$ cat src/rtl/game_result_tx_pkg.sv
// Shared constants, state encoding and record formatting for the game result UART.
// Latency: n/a (package only).
// Backpressure: n/a.
package game_result_tx_pkg;

  // UART timing defaults (50 MHz core clock, 115200 baud).
  localparam int CLK_HZ_DEFAULT       = 50_000_000;
  localparam int BAUD_DEFAULT         = 115_200;
  localparam int CLKS_PER_BIT_DEFAULT = CLK_HZ_DEFAULT / BAUD_DEFAULT;

  // Display limits: four score digits, two combo digits.
  localparam int SCORE_MAX   = 9999;
  localparam int COMBO_MAX   = 99;
  localparam int SCORE_BIN_W = 14;
  localparam int COMBO_BIN_W = 7;

  // Record framing.
  localparam int REC_LAST = 12;

  // ASCII constants used in the record.
  localparam logic [7:0] ASCII_S  = 8'h53;
  localparam logic [7:0] ASCII_EQ = 8'h3D;
  localparam logic [7:0] ASCII_SP = 8'h20;
  localparam logic [7:0] ASCII_C  = 8'h43;
  localparam logic [7:0] ASCII_CR = 8'h0D;
  localparam logic [7:0] ASCII_LF = 8'h0A;

  typedef enum logic [2:0] {
    ST_IDLE,
    ST_CONVERT,
    ST_START,
    ST_DATA,
    ST_STOP
  } state_t;

  // Byte idx of "S=dddd C=dd\r\n"; digits are BCD nibbles turned into '0'..'9'.
  function automatic logic [7:0] rec_char(input logic [3:0] idx,
                                          input logic [15:0] sbcd,
                                          input logic [7:0]  cbcd);
    logic [7:0] c;
    case (idx)
      4'd0:    c = ASCII_S;
      4'd1:    c = ASCII_EQ;
      4'd2:    c = {4'h3, sbcd[15:12]};
      4'd3:    c = {4'h3, sbcd[11:8]};
      4'd4:    c = {4'h3, sbcd[7:4]};
      4'd5:    c = {4'h3, sbcd[3:0]};
      4'd6:    c = ASCII_SP;
      4'd7:    c = ASCII_C;
      4'd8:    c = ASCII_EQ;
      4'd9:    c = {4'h3, cbcd[7:4]};
      4'd10:   c = {4'h3, cbcd[3:0]};
      4'd11:   c = ASCII_CR;
      default: c = ASCII_LF;
    endcase
    return c;
  endfunction

endpackage

$ cat src/rtl/bin2bcd.sv
// Serial double-dabble binary to BCD converter, one bit per cycle.
// Latency: BIN_W+1 cycles from i_start to o_rdy (15 for 14-bit input).
// Backpressure: none; i_start restarts the conversion, o_bcd holds until next start.
module bin2bcd #(
  parameter int BIN_W  = 14,
  parameter int DIGITS = 4
) (
  input  logic                  clk,
  input  logic                  rst_n,
  input  logic                  i_start,
  input  logic [BIN_W-1:0]      i_bin,
  output logic [4*DIGITS-1:0]   o_bcd,
  output logic                  o_rdy
);

  localparam int CNT_W = $clog2(BIN_W + 1);

  logic [BIN_W-1:0]    r_bin;
  logic [4*DIGITS-1:0] r_bcd;
  logic [4*DIGITS-1:0] w_adj;
  logic [CNT_W-1:0]    r_cnt;

  // Add 3 to every digit that is 5 or more before the next left shift.
  always_comb begin
    w_adj = r_bcd;
    for (int i = 0; i < DIGITS; i++) begin
      if (r_bcd[4*i +: 4] >= 4'd5) begin
        w_adj[4*i +: 4] = r_bcd[4*i +: 4] + 4'd3;
      end
    end
  end

  // Load on start, then shift one binary bit into the BCD register per cycle.
  always_ff @(posedge clk or negedge rst_n) begin
    if (!rst_n) begin
      r_bin <= '0;
      r_bcd <= '0;
      r_cnt <= '0;
    end else if (i_start) begin
      r_bin <= i_bin;
      r_bcd <= '0;
      r_cnt <= CNT_W'(BIN_W);
    end else if (r_cnt != '0) begin
      r_bcd <= {w_adj[4*DIGITS-2:0], r_bin[BIN_W-1]};
      r_bin <= {r_bin[BIN_W-2:0], 1'b0};
      r_cnt <= r_cnt - CNT_W'(1);
    end
  end

  assign o_bcd = r_bcd;
  assign o_rdy = (r_cnt == '0);

endmodule

$ cat src/rtl/game_result_tx.sv
// Sends "S=dddd C=dd\r\n" over an 8N1 UART when send is pulsed while idle.
// Latency: start bit on the 17th cycle after acceptance; busy for 16+130*CLKS_PER_BIT cycles.
// Backpressure: send while busy is dropped (no queue); done pulses as busy falls.
module game_result_tx
  import game_result_tx_pkg::*;
#(
  parameter int CLKS_PER_BIT = CLKS_PER_BIT_DEFAULT,
  parameter int SCORE_W      = 14,
  parameter int COMBO_W      = 7
) (
  input  logic               clk,
  input  logic               rst_n,
  input  logic               send,
  input  logic [SCORE_W-1:0] score,
  input  logic [COMBO_W-1:0] max_combo,
  output logic               tx,
  output logic               busy,
  output logic               done
);

  localparam int BAUD_W = $clog2(CLKS_PER_BIT);
  localparam logic [BAUD_W-1:0] BAUD_LAST = BAUD_W'(CLKS_PER_BIT - 1);

  state_t                 r_state, w_state_nxt;
  logic [3:0]             r_cvt_cnt, w_cvt_nxt;
  logic [BAUD_W-1:0]      r_baud, w_baud_nxt;
  logic [2:0]             r_bit, w_bit_nxt;
  logic [3:0]             r_byte, w_byte_nxt;
  logic [7:0]             r_shift, w_shift_nxt;
  logic                   r_tx, w_tx_nxt;
  logic                   r_busy, w_busy_nxt;
  logic                   r_done, w_done_nxt;
  logic [SCORE_BIN_W-1:0] r_score, w_score_nxt;
  logic [COMBO_BIN_W-1:0] r_combo, w_combo_nxt;

  logic [SCORE_BIN_W-1:0] w_score_clamp;
  logic [COMBO_BIN_W-1:0] w_combo_clamp;
  logic [15:0]            w_score_bcd;
  logic [7:0]             w_combo_bcd;
  logic                   w_score_rdy;
  logic                   w_combo_rdy;
  logic                   w_cvt_start;
  logic                   w_baud_last;

  // Saturate to what four / two decimal digits can show.
  assign w_score_clamp = (32'(score) > SCORE_MAX) ? SCORE_BIN_W'(SCORE_MAX)
                                                  : SCORE_BIN_W'(score);
  assign w_combo_clamp = (32'(max_combo) > COMBO_MAX) ? COMBO_BIN_W'(COMBO_MAX)
                                                      : COMBO_BIN_W'(max_combo);

  // Converters start on the first CONVERT cycle, from the latched values.
  assign w_cvt_start = (r_state == ST_CONVERT) && (r_cvt_cnt == 4'd0);
  assign w_baud_last = (r_baud == BAUD_LAST);

  bin2bcd #(.BIN_W(SCORE_BIN_W), .DIGITS(4)) u_score_bcd (
    .clk     (clk),
    .rst_n   (rst_n),
    .i_start (w_cvt_start),
    .i_bin   (r_score),
    .o_bcd   (w_score_bcd),
    .o_rdy   (w_score_rdy)
  );

  bin2bcd #(.BIN_W(COMBO_BIN_W), .DIGITS(2)) u_combo_bcd (
    .clk     (clk),
    .rst_n   (rst_n),
    .i_start (w_cvt_start),
    .i_bin   (r_combo),
    .o_bcd   (w_combo_bcd),
    .o_rdy   (w_combo_rdy)
  );

  // Next-state and next-value logic for the whole transmitter.
  always_comb begin
    w_state_nxt = r_state;
    w_cvt_nxt   = r_cvt_cnt;
    w_baud_nxt  = r_baud;
    w_bit_nxt   = r_bit;
    w_byte_nxt  = r_byte;
    w_shift_nxt = r_shift;
    w_tx_nxt    = r_tx;
    w_busy_nxt  = r_busy;
    w_done_nxt  = 1'b0;
    w_score_nxt = r_score;
    w_combo_nxt = r_combo;
    case (r_state)
      ST_IDLE: begin
        w_tx_nxt = 1'b1;
        if (send) begin
          w_state_nxt = ST_CONVERT;
          w_busy_nxt  = 1'b1;
          w_cvt_nxt   = 4'd0;
          w_byte_nxt  = 4'd0;
          w_score_nxt = w_score_clamp;
          w_combo_nxt = w_combo_clamp;
        end
      end
      ST_CONVERT: begin
        // Fixed 16-cycle window; the converters finish inside it.
        if (r_cvt_cnt == 4'd15) begin
          if (w_score_rdy && w_combo_rdy) begin
            w_state_nxt = ST_START;
            w_baud_nxt  = '0;
            w_tx_nxt    = 1'b0;
            w_shift_nxt = rec_char(r_byte, w_score_bcd, w_combo_bcd);
          end
        end else begin
          w_cvt_nxt = r_cvt_cnt + 4'd1;
        end
      end
      ST_START: begin
        if (w_baud_last) begin
          w_baud_nxt  = '0;
          w_state_nxt = ST_DATA;
          w_bit_nxt   = 3'd0;
          w_tx_nxt    = r_shift[0];
        end else begin
          w_baud_nxt = r_baud + BAUD_W'(1);
        end
      end
      ST_DATA: begin
        if (w_baud_last) begin
          w_baud_nxt = '0;
          if (r_bit == 3'd7) begin
            w_state_nxt = ST_STOP;
            w_tx_nxt    = 1'b1;
          end else begin
            w_bit_nxt   = r_bit + 3'd1;
            w_shift_nxt = {1'b0, r_shift[7:1]};
            w_tx_nxt    = r_shift[1];
          end
        end else begin
          w_baud_nxt = r_baud + BAUD_W'(1);
        end
      end
      ST_STOP: begin
        if (w_baud_last) begin
          w_baud_nxt = '0;
          if (r_byte == 4'(REC_LAST)) begin
            w_state_nxt = ST_IDLE;
            w_busy_nxt  = 1'b0;
            w_done_nxt  = 1'b1;
            w_byte_nxt  = 4'd0;
          end else begin
            w_state_nxt = ST_START;
            w_byte_nxt  = r_byte + 4'd1;
            w_tx_nxt    = 1'b0;
            w_shift_nxt = rec_char(r_byte + 4'd1, w_score_bcd, w_combo_bcd);
          end
        end else begin
          w_baud_nxt = r_baud + BAUD_W'(1);
        end
      end
      default: begin
        w_state_nxt = ST_IDLE;
        w_busy_nxt  = 1'b0;
        w_tx_nxt    = 1'b1;
      end
    endcase
  end

  // State and datapath registers; reset forces the line idle immediately.
  always_ff @(posedge clk or negedge rst_n) begin
    if (!rst_n) begin
      r_state   <= ST_IDLE;
      r_cvt_cnt <= '0;
      r_baud    <= '0;
      r_bit     <= '0;
      r_byte    <= '0;
      r_shift   <= '0;
      r_tx      <= 1'b1;
      r_busy    <= 1'b0;
      r_done    <= 1'b0;
      r_score   <= '0;
      r_combo   <= '0;
    end else begin
      r_state   <= w_state_nxt;
      r_cvt_cnt <= w_cvt_nxt;
      r_baud    <= w_baud_nxt;
      r_bit     <= w_bit_nxt;
      r_byte    <= w_byte_nxt;
      r_shift   <= w_shift_nxt;
      r_tx      <= w_tx_nxt;
      r_busy    <= w_busy_nxt;
      r_done    <= w_done_nxt;
      r_score   <= w_score_nxt;
      r_combo   <= w_combo_nxt;
    end
  end

  assign tx   = r_tx;
  assign busy = r_busy;
  assign done = r_done;

endmodule

$ cat config.mk
export PLATFORM = sky130hd
export DESIGN_NAME = game_result_tx
export DESIGN_NICKNAME = d
export VERILOG_FILES = /design/src/rtl/game_result_tx_pkg.sv /design/src/rtl/bin2bcd.sv /design/src/rtl/game_result_tx.sv
export SDC_FILE = /design/constraint.sdc
export NUM_CORES = 1
export LEC_CHECK = 0
export ABC_AREA = 1
export CAP_MARGIN = 10
export CELL_PAD_IN_SITES_DETAIL_PLACEMENT = 0
export CELL_PAD_IN_SITES_GLOBAL_PLACEMENT = 1
export CORE_ASPECT_RATIO = 0.6
export CORE_MARGIN = 1.5
export CORE_UTILIZATION = 30
export CTS_CLUSTER_SIZE = 8
export DETAILED_ROUTE_END_ITERATION = 8
export PLACE_DENSITY = 0.65
export REMOVE_ABC_BUFFERS = 1
export SYNTH_ARGS = -nofsm -noshare
export SYNTH_HDL_FRONTEND = slang
export SYNTH_SLANG_ARGS = --single-unit
$ cat constraint.sdc
create_clock -name clk -period 2 [get_ports clk]
set_clock_uncertainty 0.2 [all_clocks]
set_input_delay 0.4 -clock clk [delete_from_list [all_inputs] [get_ports clk]]
set_output_delay 0.4 -clock clk [all_outputs]
set_load 0.005 [all_outputs]
==> impl_metrics.toml, run 1 <==
[setup_path]
cp_max_fo = 4
endpoint_kind = "register"
ff2ff_setup_slack_ns = -0.01
critPathArrivalTime_ns = 2.10
worstSetupPathType = "register to register"
worstPathRequired_ns = 2.09
category_of_the_worst_setup_path_launch_point = "register"

[status]
outcome = "complete, but fails checks"
violations_in_the_final_reports = "negative setup slack"

[timing]
max_slew.worst_pin.slew_ns = 0.499
final_hold_viol_count = 0
period_needed_ns = 2.01
rsz_0062_raised_after_global_routing = "yes"
max_slew_violation_total_from_the_final_report = 0
setup_ws_ns = -0.0114
maxClockFrequency_mhz = 497
setup_viol = 1
relSlewSlack_pct = 66.3
finalSetupTns_ns = -0.0114
timing.final.crit_share_pct = 101

[min_path]
hold_path.class = "input pin to asynchronous set/reset pin"

[power_and_ir_drop]
irDropWorstVdd_mv = 0.383
pwr_density_cell_mw_per_mm2 = 492
power.share.combinational_pct = 3.0
p_sw_share_pct = 22.5
clock_power_share_pct = 43.8
power_switching_w = 0.000907
power.static_leakage_nw = 3.68
p_int_w = 0.00312
power.share.sequential_pct = 53.2

[cells_and_area]
nNetsFinal = 942
number_of_diodes = 0
n_fill_cell = 1964
syn2layout_area_growth_pct = 36.0
layout-drive-gt1-share_pct = 27.8
final_core_utilization_pct = 42.4

[global_routing]
grt_util_all_layers_pct = 16.8
first_global_vias = 5003
grt_antenna_before_repair = 0
largest_net_degree_at_the_start_of_global_routing = 45
gr-total-overflow = 0
grt_first_pass_wirelength_um = 27400

[logic_synthesis]
synth_async_sr_flop_share_pct = 100
number_of_enable_flip_flop_cells_after_synthesis = 0
synth.cell_area_mm2 = 0.00602
synthDistinctLibCells = 43
post_synth_inst_count = 760
synth_sequential_area_ratio_pct = 44.0
synth-main-ff-cell = "sky130_fd_sc_hd__dfrtp_1"
ys_ff_latch = 106
yosys_warnings = 0
syn_avg_cell_area_um2 = 7.93

[detailed_routing]
route.vias.total = 5452
wirelength_um = 16900
route.antenna.remaining_nets = 0
detailedRoute.firstIterationViolations = 354
drt_first_pass_iters = 5
drcViolationCount = 0
avgRoutedWirePerCell_um = 14.5
route.detailed.vias_per_inst = 4.70

[placed_design]
place.detailed.hpwl_um = 12500
globalplace.congestion = 0.858
place.port_buffers = 26

[floorplanning]
floorplan.rows = 39
initial_core_utilization_pct = 31.2
design.core.area_mm2 = 0.0193
die_w_um = 186
num_io_pins = 27
dieArea_mm2 = 0.0210
die_height_um = 113

[clocking]
worst_skew_pair.late_latency_ns = 0.36
cts_buffer_depth = 2
clkSinkCount = 106
tritoncts = "yes"
h-tree-depth = 3
cts_root_buf = "sky130_fd_sc_hd__clkbuf_16"
cts.clk_slew.worst_paths_ns = 0.08
num_cts_buffers = 9

[run]
max-cap-violations = 0
## state kept, by name, indices dropped and copies added, names as in the netlist
name	cells
u_score_bcd.o_bcd	16
r_score	14
u_score_bcd.r_bin	14
r_baud	9
u_combo_bcd.o_bcd	8
r_combo	7
r_shift	7
u_combo_bcd.r_bin	7
r_byte	4
r_cvt_cnt	4
u_score_bcd.r_cnt	4
r_bit	3
r_state	3
u_combo_bcd.r_cnt	3
busy	1
done	1
tx	1
## power by group through the flow
stage	Combinational (W)	Clock [W]	Sequential, W
2_1_floorplan	0.00000877	0	0.00219
3_3_place_gp	0.000126	0	0.00219
5_1_grt	0.000138	0.00193	0.00214
4_1_cts	0.000127	0.00184	0.00214
6_report	0.000123	0.00177	0.00214
3_5_place_dp	0.000125	0	0.00219
## metrics by stage
stage | cell area [um^2] | worst slack (ns) | instances | power [W] | hold slack (ns)
6_report | 8190 | -0.0114 | 1161 | 0.00403 | 0.230
5_1_grt | 8190 | -0.0887 | 1161 | 0.00421 | 0.223
4_1_cts | 7710 | 0.00444 | 1149 | 0.00411 | 0.220
3_5_place_dp | 7340 | -0.0805 | 1131 | 0.00231 | 0.0660
3_3_place_gp | 7340 | -0.0868 | 1131 | 0.00231 | 0.0662
2_1_floorplan | 5930 | -0.194 | 741 | 0.00219 | -0.0956
## layer usage
metal | global-route usage, % | share of wire, % | vias to the layer above
li1 | - | - | 2816
met1 | 28.8 | 57 | 2518
met2 | 20.2 | 37 | 109
met3 | 3.80 | 5.1 | 9
met4 | 3.55 | 0.79 | 0
met5 | 0 | 0 | -
## placed cells by master, fill, tap and decap left out, types with 11 or more instances in the layout
| cell type | n |
|---|---|
| sky130_fd_sc_hd__nand2_1 | 146 |
| sky130_fd_sc_hd__dfrtp_1 | 101 |
| sky130_fd_sc_hd__buf_4 | 93 |
| sky130_fd_sc_hd__inv_1 | 74 |
| sky130_fd_sc_hd__nor2_1 | 61 |
| sky130_fd_sc_hd__o21ai_0 | 48 |
| sky130_fd_sc_hd__nand3_1 | 33 |
| sky130_fd_sc_hd__clkdlybuf4s50_1 | 24 |
| sky130_fd_sc_hd__nand2_2 | 23 |
| sky130_fd_sc_hd__ha_1 | 23 |
| sky130_fd_sc_hd__a21oi_1 | 22 |
| sky130_fd_sc_hd__o22ai_1 | 22 |
| sky130_fd_sc_hd__inv_2 | 18 |
| sky130_fd_sc_hd__o21ai_1 | 13 |
| sky130_fd_sc_hd__o211ai_1 | 13 |
| sky130_fd_sc_hd__nor2_2 | 12 |
| sky130_fd_sc_hd__buf_6 | 12 |
| sky130_fd_sc_hd__nand3_2 | 11 |
## synthesized netlist by cell type (5+ instances only)
library cell	n	area, um^2
sky130_fd_sc_hd__inv_2	12	45.0
sky130_fd_sc_hd__xor2_1	8	70.1
sky130_fd_sc_hd__a22oi_1	10	75.1
sky130_fd_sc_hd__o22ai_1	24	150
sky130_fd_sc_hd__a21oi_1	27	135
sky130_fd_sc_hd__nor3_1	13	65.1
sky130_fd_sc_hd__o211ai_1	13	97.6
sky130_fd_sc_hd__clkbuf_1	7	26.3
sky130_fd_sc_hd__dfrtp_1	105	2630
sky130_fd_sc_hd__o21ai_0	58	290
sky130_fd_sc_hd__ha_1	28	350
sky130_fd_sc_hd__inv_1	86	323
sky130_fd_sc_hd__nand3_1	44	220
sky130_fd_sc_hd__buf_2	9	45.0
sky130_fd_sc_hd__nand2_1	174	653
sky130_fd_sc_hd__nand4_1	6	37.5
sky130_fd_sc_hd__nor2_1	77	289
sky130_fd_sc_hd__a211oi_1	5	37.5
sky130_fd_sc_hd__o221ai_1	10	87.6
## path summary, 6_finish.rpt
path                       startpoint            to  cells after the start
hold reg to reg            r_combo[5]    r_combo[5]                      2
setup / recovery            r_byte[0]    r_shift[1]                     13
setup reg to reg            r_byte[0]    r_shift[1]                     13
max in group asynchronous       rst_n  r_cvt_cnt[3]                      3
hold / removal                  rst_n          done                      2
min in group clk           r_combo[5]    r_combo[5]                      2
## final cells by class
type	instances	area (um^2)	share of cell area, %
multi-input cells	537	3290	40.1
flip-flops and latches	106	2660	32.5
repair buffers	138	1230	15.0
inverters	98	390	4.77
well taps	266	333	4.06
clock buffers	12	256	3.13
clock inverters	4	31.3	0.382
## critical path, stage by stage (launching register included)
cell	delay, ns
sky130_fd_sc_hd__dfrtp_2	0.47
sky130_fd_sc_hd__ha_4	0.19
sky130_fd_sc_hd__inv_1	0.05
sky130_fd_sc_hd__nand2_1	0.05
sky130_fd_sc_hd__nand2_2	0.09
sky130_fd_sc_hd__inv_2	0.05
sky130_fd_sc_hd__buf_4	0.13
sky130_fd_sc_hd__o211ai_1	0.10
sky130_fd_sc_hd__nand2_1	0.12
sky130_fd_sc_hd__nor2_4	0.15
sky130_fd_sc_hd__nand2_2	0.08
sky130_fd_sc_hd__nand3_2	0.08
sky130_fd_sc_hd__nand2_2	0.05
sky130_fd_sc_hd__a21oi_1	0.13
## cells by family (layout without fill, tap and decap cells)
group | count (synthesis) | in the layout | synth area share, %
AOI/OAI and AO/OA | 163 | 163 | 16.5
and+or+nand+nor | 334 | 334 | 24.2
adders and majority gates | 28 | 28 | 5.82
xor gates and xnor gates | 12 | 12 | 1.74
DFF | 106 | 106 | 44.0
buffers and inverters | 117 | 252 | 7.73
## timing repair
item | in CTS | in global routing
hold buffers | 1 | 0
pin swaps | 6 | 40
hold endpoints to repair | 87 | 0
buffers inserted | 1 | 12
gates resized for setup | 18 | 128
endpoints found under the setup margin | 11 | 82
No activity file was read; power rests on OpenSTA's default activity.
==> run 2: changes to the inputs <==
--- a/config.mk
+++ b/config.mk
@@ -16,6 +16,7 @@
 export DETAILED_ROUTE_END_ITERATION = 8
 export PLACE_DENSITY = 0.65
 export REMOVE_ABC_BUFFERS = 1
+export SLEW_MARGIN = 5
 export SYNTH_ARGS = -nofsm -noshare
 export SYNTH_HDL_FRONTEND = slang
 export SYNTH_SLANG_ARGS = --single-unit
==> results of run 2 <==
The final DEF is identical to that of run 1; final timing and power are the same.
==> run 3: changes to the inputs <==
--- a/config.mk
+++ b/config.mk
@@ -15,7 +15,6 @@
 export CTS_CLUSTER_SIZE = 8
 export DETAILED_ROUTE_END_ITERATION = 8
 export PLACE_DENSITY = 0.65
-export REMOVE_ABC_BUFFERS = 1
 export SLEW_MARGIN = 5
 export SYNTH_ARGS = -nofsm -noshare
 export SYNTH_HDL_FRONTEND = slang
==> run 3 against run 2 <==
The flow still finishes with violations (negative setup slack). Count of clock-buffer cells in the layout shrank 2. Worst setup slack gained 0.0023 ns. Sequential power is essentially flat. First-iteration DRC count grew 2.8%. Largest cell class unchanged. Non-clock buffer count is the same.
==> impl_metrics.toml, run 3 (synthesis results as in run 1) <==
[status]
outcome = "complete, but fails checks"
violations_in_the_final_reports = "negative setup slack"

[timing]
period_needed_ns = 2.01
setup_viol = 4
finalSetupTns_ns = -0.0269
final_hold_viol_count = 0
rsz_0062_raised_after_global_routing = "yes"
timing.final.crit_share_pct = 100
max_slew.worst_pin.slew_ns = 0.440
setup_ws_ns = -0.00914
max_slew_violation_total_from_the_final_report = 0
maxClockFrequency_mhz = 498
relSlewSlack_pct = 70.3
hold_ws_ns = 0.283

[cells_and_area]
final_core_utilization_pct = 43.0
nNetsFinal = 942
layout-drive-gt1-share_pct = 28.5
final-instance-count-excl-fill = 1160
mostFrequentLayoutCells = "sky130_fd_sc_hd__nand2_1, sky130_fd_sc_hd__dfrtp_1, sky130_fd_sc_hd__buf_4"
syn2layout_area_growth_pct = 37.8
layout.cells.most_common = "sky130_fd_sc_hd__nand2_1"
number_of_diodes = 0
n_fill_cell = 1964
largest_register_ffs = 16

[placed_design]
place.port_buffers = 26
place.detailed.hpwl_um = 12600
post-place-cells = 1124
globalplace.congestion = 0.890

[floorplanning]
initial_core_utilization_pct = 31.2
dieArea_mm2 = 0.0210
design.core.area_mm2 = 0.0193
floorplan.rows = 39
num_io_pins = 27
die_w_um = 186
die_height_um = 113

[power_and_ir_drop]
power.static_leakage_nw = 3.73
p_int_w = 0.00334
power.share.sequential_pct = 50.3
clock_power_share_pct = 46.8
pwr_density_cell_mw_per_mm2 = 513
irDropWorstVdd_mv = 0.429
power_switching_w = 0.000925
power.share.combinational_pct = 2.9
p_sw_share_pct = 21.7

[min_path]
hold_path.class = "register to register"
timing.hold.worst_endpoint = "r_combo[5]"
min-delay-start = "r_combo[5]"
worstHoldPathCells = 2

[clocking]
h-tree-depth = 3
worst_skew_pair.late_latency_ns = 0.37
clkSinkCount = 106
tritoncts = "yes"
cts_root_buf = "sky130_fd_sc_hd__clkbuf_16"
cts_buffer_depth = 2
cts.clk_slew.worst_paths_ns = 0.08
num_cts_buffers = 9

[detailed_routing]
drcViolationCount = 0
drt_first_pass_iters = 5
route.antenna.remaining_nets = 0
avgRoutedWirePerCell_um = 15.2
route.detailed.vias_per_inst = 4.83
detailedRoute.firstIterationViolations = 364
route.vias.total = 5605
wirelength_um = 17600

[setup_path]
worst-r2r-cell-count = 12
category_of_the_worst_setup_path_launch_point = "register"
worstPathRequired_ns = 2.09
ff2ff_setup_slack_ns = -0.009
endpoint_kind = "register"
cp_max_fo = 2
critical_path.reg2reg.endpoint = "r_baud[1]"
critPathArrivalTime_ns = 2.10
worstSetupPathType = "register to register"
worst_r2r_startpoint = "r_baud[1]"

[run]
max-cap-violations = 0

[global_routing]
largest_net_degree_at_the_start_of_global_routing = 60
gr-total-overflow = 0
grt_first_pass_wirelength_um = 28600
first_global_vias = 5259
grt_antenna_before_repair = 0
grt_util_all_layers_pct = 17.6

[logic_synthesis]
synthesis.nets = 812
## run 3: changes by cell type in the layout (fill, tap and decap cells not counted), sizes merged
cell,delta
clkbuf,-2
bufinv,+2
inv,-1
## run 3: per-layer routing
metal / wire length [um] / up-vias / share of wire (%) / track usage (%)
li1: - / 2810 / - / -
met1: 10100 / 2669 / 58 / 30.2
met2: 6500 / 116 / 37 / 20.7
met3: 795 / 10 / 4.5 / 3.96
met4: 163 / 0 / 0.93 / 4.62
met5: 0 / - / 0 / 0
## run 3: critical path: stages, from the launching register on
cell                      delay (ns)
sky130_fd_sc_hd__dfrtp_1        0.37
sky130_fd_sc_hd__inv_2          0.06
sky130_fd_sc_hd__buf_4          0.13
sky130_fd_sc_hd__buf_4          0.12
sky130_fd_sc_hd__buf_4          0.12
sky130_fd_sc_hd__buf_4          0.12
sky130_fd_sc_hd__buf_4          0.13
sky130_fd_sc_hd__buf_4          0.12
sky130_fd_sc_hd__buf_4          0.12
sky130_fd_sc_hd__buf_4          0.12
sky130_fd_sc_hd__buf_4          0.12
sky130_fd_sc_hd__buf_4          0.12
sky130_fd_sc_hd__o22ai_2        0.09
## run 3: worst max path at each step
stage	from	to	slack (ns)	depth (start not counted)
finish	r_baud[1]	r_baud[1]	-0.009	12
global route	r_baud[1]	r_state[1]	-0.11	11
CTS	r_byte[1]	r_shift[3]	-0.02	13
detailed placement	r_byte[0]	r_shift[3]	-0.15	13
global placement	r_byte[1]	r_shift[1]	-0.13	11
floorplan	r_byte[0]	r_shift[4]	0.03	12
## run 3: area by class of cell
class                   instances  area, um^2  area share, %
multi-input cells             537        3380           40.7
clock inverters                 5        85.1           1.03
well taps                     266         333           4.01
inverters                      98         377           4.54
flip-flops and latches        106        2660           32.1
clock buffers                  10         239           2.88
repair buffers                138        1230           14.8
## run 3: power by group through the flow
stage               clock network (W)  registers (W)   logic [W]
floorplan                           0        0.00219  0.00000953
global placement                    0        0.00219    0.000126
detailed placement                  0        0.00219    0.000125
CTS                           0.00206        0.00214    0.000128
global route                  0.00215        0.00214    0.000139
finish                        0.00200        0.00214    0.000122
## run 3: per-stage QoR
| step | setup WS [ns] | instance area (um^2) | power [W] |
|---|---|---|---|
| finish | -0.00914 | 8300 | 0.00426 |
| global route | -0.111 | 8300 | 0.00443 |
| floorplan | 0.0334 | 6020 | 0.00220 |
| global placement | -0.132 | 7260 | 0.00231 |
| CTS | -0.0218 | 7850 | 0.00433 |
| detailed placement | -0.153 | 7260 | 0.00231 |
## run 3: timing repair
| action | in CTS | in global routing |
|---|---|---|
| resized for setup | 39 | 109 |
| setup buffers | 14 | 7 |
| setup endpoints to repair | 37 | 57 |
| hold endpoints to repair | 105 | 0 |
| gates cloned | 0 | 1 |
| pin swaps | 20 | 46 |
| hold buffers | 1 | 0 |
